--- config.mk ---
export PLATFORM = sky130hd
export DESIGN_NAME = sound_fx_flat
export DESIGN_NICKNAME = d
export VERILOG_FILES = /design/src/rtl/sound_fx_if.sv /design/src/rtl/sound_fx.sv /design/src/flat_wrapper.sv
export SDC_FILE = /design/constraint.sdc
export NUM_CORES = 1
export LEC_CHECK = 0
export CAP_MARGIN = 20
export CORE_MARGIN = 4
export CORE_UTILIZATION = 50
export DETAILED_ROUTE_END_ITERATION = 6
export PLACE_DENSITY = 0.78
export SYNTH_ARGS = -nofsm -noshare
export SYNTH_HDL_FRONTEND = slang
export SYNTH_SLANG_ARGS = --single-unit
--- constraint.sdc ---
create_clock -name clk -period 3.6 [get_ports clk]
set_input_delay 0.72 -clock clk [delete_from_list [all_inputs] [get_ports clk]]
set_output_delay 0.72 -clock clk [all_outputs]
set_load 0.05 [all_outputs]
--- src/rtl/sound_fx_if.sv ---
// sound_fx_if: game-state inputs and speaker/busy outputs of the pong sound block.
// Build option: SOUND_MUTE_EN adds a 'mute' input that silences the speaker pin.
//
// Transfer semantics: there is no valid/ready pair. game_tick is a one-clk
// strobe; x, y and both scores are sampled only on clk edges where game_tick
// is 1 and must be stable on those edges. speaker, busy and state_dbg are
// outputs of the sound block and are always valid.
interface sound_fx_if;
    logic       game_tick;
    logic [3:0] x;
    logic [3:0] y;
    logic [3:0] score_p1;
    logic [3:0] score_p2;
`ifdef SOUND_MUTE_EN
    logic       mute;
`endif
    logic       speaker;
    logic       busy;
    logic [1:0] state_dbg;

`ifdef SOUND_MUTE_EN
    modport master (
        output game_tick, x, y, score_p1, score_p2, mute,
        input  speaker, busy, state_dbg
    );
    modport slave (
        input  game_tick, x, y, score_p1, score_p2, mute,
        output speaker, busy, state_dbg
    );
`else
    modport master (
        output game_tick, x, y, score_p1, score_p2,
        input  speaker, busy, state_dbg
    );
    modport slave (
        input  game_tick, x, y, score_p1, score_p2,
        output speaker, busy, state_dbg
    );
`endif
endinterface

--- src/rtl/sound_fx.sv ---
// sound_fx: pong sound effects. Watches ball position and scores on each game
// tick, detects wall bounces, paddle bounces and goals, and drives a piezo pin
// with a gated square wave (one tone for bounces, a two-tone jingle for goals).
// Build option: SOUND_MUTE_EN adds bus.mute, which gates the speaker pin only.
// state_dbg exposes the FSM state: 0 IDLE, 1 BOUNCE, 2 GOAL_HI, 3 GOAL_LO.
module sound_fx #(
    parameter int HALF_WALL    = 2500,
    parameter int HALF_PADDLE  = 1250,
    parameter int HALF_GOAL_HI = 833,
    parameter int HALF_GOAL_LO = 1667,
    parameter int DUR_BOUNCE   = 40,
    parameter int DUR_GOAL     = 150,
    parameter int CNTW         = 16
) (
    input  logic       clk,
    input  logic       reset,
    sound_fx_if.slave  bus
);

    // Duration counter is sized for the longer of the two tone lengths.
    localparam int DUR_MAX = (DUR_GOAL > DUR_BOUNCE) ? DUR_GOAL : DUR_BOUNCE;
    localparam int DURW    = $clog2(DUR_MAX + 1);

    typedef enum logic [1:0] {
        IDLE    = 2'd0,
        BOUNCE  = 2'd1,
        GOAL_HI = 2'd2,
        GOAL_LO = 2'd3
    } state_t;

    // Last nonzero movement direction along one axis; NONE means unknown.
    typedef enum logic [1:0] {
        DIR_NONE = 2'b00,
        DIR_POS  = 2'b01,
        DIR_NEG  = 2'b10
    } dir_t;

    // History of the previous tick.
    logic [3:0] prev_x, prev_y, prev_p1, prev_p2;
    logic       hist_valid;
    dir_t       dirx, diry;

    // Tone engine state.
    state_t            state, state_nx;
    logic [DURW-1:0]   dur_cnt, dur_nx;
    logic [CNTW-1:0]   half_sel, half_nx;
    logic [CNTW-1:0]   half_cnt, cnt_nx;
    logic              wave, wave_nx;
    logic              busy_q;
    logic              restart;

    // Per-tick event decode.
    dir_t step_x, step_y;
    dir_t dirx_nx, diry_nx;
    logic goal_ev, paddle_ev, wall_ev;
    logic score_chg, score_zero;

    // A reversal needs both a real move now and a known previous direction.
    function automatic logic reverses(input dir_t step, input dir_t last);
        return (step != DIR_NONE) && (last != DIR_NONE) && (step != last);
    endfunction

    // Decode goal / paddle / wall events against the stored history.
    always_comb begin
        step_x = DIR_NONE;
        step_y = DIR_NONE;
        if (bus.x > prev_x)      step_x = DIR_POS;
        else if (bus.x < prev_x) step_x = DIR_NEG;
        if (bus.y > prev_y)      step_y = DIR_POS;
        else if (bus.y < prev_y) step_y = DIR_NEG;

        score_chg  = (bus.score_p1 != prev_p1) || (bus.score_p2 != prev_p2);
        score_zero = (bus.score_p1 == 4'd0) && (bus.score_p2 == 4'd0);

        // Priority GOAL > PADDLE > WALL; nothing fires until history is valid.
        goal_ev   = hist_valid && score_chg && !score_zero;
        paddle_ev = hist_valid && !goal_ev && reverses(step_x, dirx);
        wall_ev   = hist_valid && !goal_ev && !paddle_ev && reverses(step_y, diry);

        // First tick after reset/goal forgets direction; zero deltas keep it.
        dirx_nx = dirx;
        diry_nx = diry;
        if (!hist_valid) begin
            dirx_nx = DIR_NONE;
            diry_nx = DIR_NONE;
        end else begin
            if (step_x != DIR_NONE) dirx_nx = step_x;
            if (step_y != DIR_NONE) diry_nx = step_y;
        end
    end

    // History registers: loaded on every tick; a goal invalidates them so the
    // ball respawn jump is never seen as a bounce.
    always_ff @(posedge clk) begin
        if (!reset) begin
            prev_x     <= '0;
            prev_y     <= '0;
            prev_p1    <= '0;
            prev_p2    <= '0;
            hist_valid <= 1'b0;
            dirx       <= DIR_NONE;
            diry       <= DIR_NONE;
        end else if (bus.game_tick) begin
            prev_x     <= bus.x;
            prev_y     <= bus.y;
            prev_p1    <= bus.score_p1;
            prev_p2    <= bus.score_p2;
            hist_valid <= !goal_ev;
            dirx       <= dirx_nx;
            diry       <= diry_nx;
        end
    end

    // Effect FSM: start/retrigger tones on events, count duration in ticks.
    always_comb begin
        state_nx = state;
        dur_nx   = dur_cnt;
        half_nx  = half_sel;
        restart  = 1'b0;
        if (bus.game_tick) begin
            if (goal_ev) begin
                state_nx = GOAL_HI;
                dur_nx   = DURW'(DUR_GOAL);
                half_nx  = CNTW'(HALF_GOAL_HI);
                restart  = 1'b1;
            end else if ((paddle_ev || wall_ev) &&
                         (state == IDLE || state == BOUNCE)) begin
                state_nx = BOUNCE;
                dur_nx   = DURW'(DUR_BOUNCE);
                half_nx  = paddle_ev ? CNTW'(HALF_PADDLE) : CNTW'(HALF_WALL);
                restart  = 1'b1;
            end else if (state != IDLE) begin
                // Expiry happens on the tick that takes the count from 1 to 0.
                dur_nx = dur_cnt - 1'b1;
                if (dur_cnt == DURW'(1)) begin
                    if (state == GOAL_HI) begin
                        state_nx = GOAL_LO;
                        dur_nx   = DURW'(DUR_GOAL);
                        half_nx  = CNTW'(HALF_GOAL_LO);
                        restart  = 1'b1;
                    end else begin
                        state_nx = IDLE;
                    end
                end
            end
        end
    end

    // Square wave: phase-aligned restart (high, count 0) on every tone entry,
    // silent and held at 0 in IDLE, otherwise toggle when the count wraps.
    always_comb begin
        cnt_nx  = half_cnt + 1'b1;
        wave_nx = wave;
        if (restart) begin
            cnt_nx  = '0;
            wave_nx = 1'b1;
        end else if (state_nx == IDLE) begin
            cnt_nx  = '0;
            wave_nx = 1'b0;
        end else if (half_cnt == half_sel - 1'b1) begin
            cnt_nx  = '0;
            wave_nx = ~wave;
        end
    end

    // Tone engine registers; reset wins over any tone in progress.
    always_ff @(posedge clk) begin
        if (!reset) begin
            state    <= IDLE;
            dur_cnt  <= '0;
            half_sel <= '0;
            half_cnt <= '0;
            wave     <= 1'b0;
            busy_q   <= 1'b0;
        end else begin
            state    <= state_nx;
            dur_cnt  <= dur_nx;
            half_sel <= half_nx;
            half_cnt <= cnt_nx;
            wave     <= wave_nx;
            busy_q   <= (state_nx != IDLE);
        end
    end

    assign bus.busy      = busy_q;
    assign bus.state_dbg = state;

`ifdef SOUND_MUTE_EN
    // Mute only gates the pin; the wave keeps running so un-muting resumes phase.
    assign bus.speaker = wave & ~bus.mute;
`else
    assign bus.speaker = wave;
`endif

endmodule

--- src/flat_wrapper.sv ---
// flat-port wrapper written by rule: the top's interface ports become plain ports
module sound_fx_flat 
#(
    parameter int HALF_WALL    = 2500,
    parameter int HALF_PADDLE  = 1250,
    parameter int HALF_GOAL_HI = 833,
    parameter int HALF_GOAL_LO = 1667,
    parameter int DUR_BOUNCE   = 40,
    parameter int DUR_GOAL     = 150,
    parameter int CNTW         = 16
)
  (clk, reset, bus_game_tick, bus_x, bus_y, bus_score_p1, bus_score_p2, bus_speaker, bus_busy, bus_state_dbg);
  sound_fx_if bus_i ();
  input  logic clk;
  input  logic reset;
  input wire logic [$bits(bus_i.game_tick)-1:0] bus_game_tick;
  input wire logic [$bits(bus_i.x)-1:0] bus_x;
  input wire logic [$bits(bus_i.y)-1:0] bus_y;
  input wire logic [$bits(bus_i.score_p1)-1:0] bus_score_p1;
  input wire logic [$bits(bus_i.score_p2)-1:0] bus_score_p2;
  output wire logic [$bits(bus_i.speaker)-1:0] bus_speaker;
  output wire logic [$bits(bus_i.busy)-1:0] bus_busy;
  output wire logic [$bits(bus_i.state_dbg)-1:0] bus_state_dbg;
  assign bus_i.game_tick = bus_game_tick;
  assign bus_i.x = bus_x;
  assign bus_i.y = bus_y;
  assign bus_i.score_p1 = bus_score_p1;
  assign bus_i.score_p2 = bus_score_p2;
  assign bus_speaker = bus_i.speaker;
  assign bus_busy = bus_i.busy;
  assign bus_state_dbg = bus_i.state_dbg;
  sound_fx #(.HALF_WALL(HALF_WALL), .HALF_PADDLE(HALF_PADDLE), .HALF_GOAL_HI(HALF_GOAL_HI), .HALF_GOAL_LO(HALF_GOAL_LO), .DUR_BOUNCE(DUR_BOUNCE), .DUR_GOAL(DUR_GOAL), .CNTW(CNTW)) u_core (.clk(clk), .reset(reset), .bus(bus_i));
endmodule
==> metrics <==
synthesis-to-finish area growth 11.6%; via count about 2.8k; DR WL/cell around 14 um; crit path from bus_score_p2[1]; Yosys cell types 67; ys flop type dfxtp_1; Tcrit/Tclk final between 80% and 90%; initial antenna violation count 0; first-pass GRT wire length between 10000 and 15000 um; CTS tree built; vias in the first global route between 2k and 3k; Critical Path Sink u_core.half_cnt[5]; Die Y roughly 90 um; Max FO, Critical Path 16; top cells by area, synth dfxtp_1 33%, mux2i_1 5.6%, xor2_1 5.4%; Arr. time, crit path 3.22 ns; ANT cells 0; Hold-fix buffers, CTS 0; Clock Latency Late Sink between 0.3 and 0.4 ns; Final Hold Viols 0; width of the die approximately 90 um; routed vias/inst about 5.7; Clock Path Buffers 2; Cells after DPL about 470; Post-Synthesis Cells ~390; slew of the pin with the lowest slew margin 0.677 ns; Peak VDD IR 0.179 mV; syn avg cell area between 8 and 9 sq um; share of cells above drive strength 1 10.9%; Root Driver clkbuf_8; reg2reg path depth 10; Reg-to-Reg End u_core.bus.speaker; H-tree Lvls 2; Post-synth ARST share 0%; status finished, final reports clean; Total GRT Usage 18.3%; Relative slew margins between 50% and 60%; PortBufs 22; Post-Syn Nets roughly 420; post-route insts no fill between 400 and 500; CP Class in2reg; Filler cells a little under 600; Clk pin slew, worst setup/hold paths 0.10 ns; startpoint class of the critical path input pin; FF+latch count, synth 56; unrepaired setup endpoints after global routing false; Max Fclk 0.329 GHz; die area about 8200 sq um; top cell type's share of synthesized area between 30% and 40%; RePlAce Congestion 0.843; post_cts resized 0; Power, Total ~1.4 mW; Max Cap Viol 0; Post-synth EDFFs 0; Syn Std Cell Area 3390 sq um; leading area contributor after synthesis dfxtp_1; clock period minus worst slack around 3 ns; LEAKAGE 1.44 nW; Core ar. approximately 6500 sq um; DR iter-0 viols 130; largest net degree at the start of global routing 30; post-CTS setup buffer count 0; reg2reg start u_core.half_sel[9]; sequential area share after synthesis 33.1%; remaining global-route overflow 0; clk sinks 56; fin nets roughly 440; setup_tns 0 ns; cts bufs inserted 5; Yosys warnings 0; ANT nets after route 0; DR pass1 iterations 4; Starting Density around 52%; final setup vio count 0; CP endpoint kind flip-flop; Rows 29; HPWL after DPL 5140 um; Pwr Density ~370 nW/um^2; io pins 23; drt total wl between 6000 and 7000 um; worst hold path type reg2reg; DRC violations left 0; Final Max Slew Viols 0; Critical Path RT 3.79 ns; worst reg-to-reg setup slack between 0.8 and 0.9 ns; clk_skew between 0.004 and 0.005 ns
## worst max-delay path, stage by stage
cell	delay, ns
clkdlybuf4s50_1	0.47
or4_1	0.54
o21ai_1	0.19
a21oi_2	0.10
nor3_1	0.39
a21oi_4	0.13
o221ai_4	0.58
nor3b_1	0.10
## layer usage
metal  vias to the layer above  GRT usage, %  part of all wire (%)
met3                         7          3.50                   3.9
met4                         0          4.97                   1.1
met5                         -             0                     0
met1                      1305          23.0                    47
li1                       1396             -                     -
met2                        45          32.0                    48
## layout make-up
class | instances | area (sq um) | share of cell area, %
Tap cell | 77 | 96.3 | 2.55
Sequential cell | 56 | 1120 | 29.6
Inverter | 17 | 63.8 | 1.69
Clock buffer | 5 | 68.8 | 1.82
Clock inverter | 3 | 42.5 | 1.12
Timing Repair Buffer | 27 | 258 | 6.81
Multi-Input combinational cell | 297 | 2130 | 56.4
## synthesized netlist by cell type (12+ instances only)
master   count
xor2_1      21
a21oi_1     14
nor2b_1     23
xnor2_1     16
nand2_1     34
mux2i_1     19
inv_1       16
nor2_2      12
dfxtp_1     56
nor2_1      22
ha_1        14
## flip-flops by register name, indices dropped and copies added (netlist names)
name / flops
u_core.half_sel: 7
u_core.bus.state_dbg: 2
u_core.half_cnt: 16
u_core.prev_y: 4
u_core.prev_p1: 4
u_core.bus.busy: 1
u_core.diry: 2
u_core.hist_valid: 1
u_core.bus.speaker: 1
u_core.prev_p2: 4
u_core.dur_cnt: 8
u_core.prev_x: 4
u_core.dirx: 2
## layout by cell type (no fill, tap or decap), types with 3 or more instances in the layout
cell,n
a21boi_0,3
a21o_1,3
a21oi_1,14
a22oi_1,3
a31oi_1,4
and2_1,4
and3_1,5
and4_1,3
buf_4,5
clkbuf_8,5
clkdlybuf4s50_1,22
dfxtp_1,56
ha_1,14
inv_1,16
mux2i_1,19
nand2_1,34
nand2b_1,4
nand3_1,9
nand4_1,9
nor2_1,22
nor2_2,12
nor2b_1,23
nor3_1,10
nor3b_1,6
nor4_1,5
o21ai_0,8
o221a_2,3
xnor2_1,16
xor2_1,21
## stage by stage
stage / area (sq um) / utilization [%] / worst slack (ns) / hold slack (ns)
after CTS: 3780 / 58.6 / 0.567 / 0.497
after floorplan: 3390 / - / 0.874 / 0.451
after global routing: 3780 / 58.6 / 0.411 / 0.537
after detailed placement: 3670 / 56.9 / 0.276 / 0.483
after global placement: 3670 / 56.9 / 0.332 / 0.476
final: 3780 / 58.6 / 0.562 / 0.495
## kinds of logic after synthesis
kind of cell	count (synthesis)	synth area share, %
mux	20	6.28
buf+inv	32	3.99
simple gates	162	27.2
xor+xnor	37	9.56
fa+ha+maj	14	5.17
compound gates	64	14.7
flops	56	33.1
## power by group
group	internal (mW)	switching, mW	leakage (nW)	total, mW
clock network	0.206	0.213	0.0541	0.419
registers	0.647	0.0297	0.457	0.676
logic	0.143	0.162	0.928	0.306
total	0.996	0.405	1.44	1.40
## how the worst min path moves through the flow
stage | start | endpoint | slack [ns] | cells past startpoint
floorplan | u_core.dur_cnt[5] | u_core.dur_cnt[5] | 0.45 | 2
finish | u_core.dur_cnt[5] | u_core.dur_cnt[5] | 0.49 | 2
CTS | u_core.dur_cnt[5] | u_core.dur_cnt[5] | 0.50 | 2
detailed placement | u_core.dur_cnt[5] | u_core.dur_cnt[5] | 0.48 | 2
global placement | u_core.dur_cnt[5] | u_core.dur_cnt[5] | 0.48 | 2
global route | u_core.dur_cnt[5] | u_core.dur_cnt[5] | 0.54 | 2
Power figures use the tool's default switching activity.
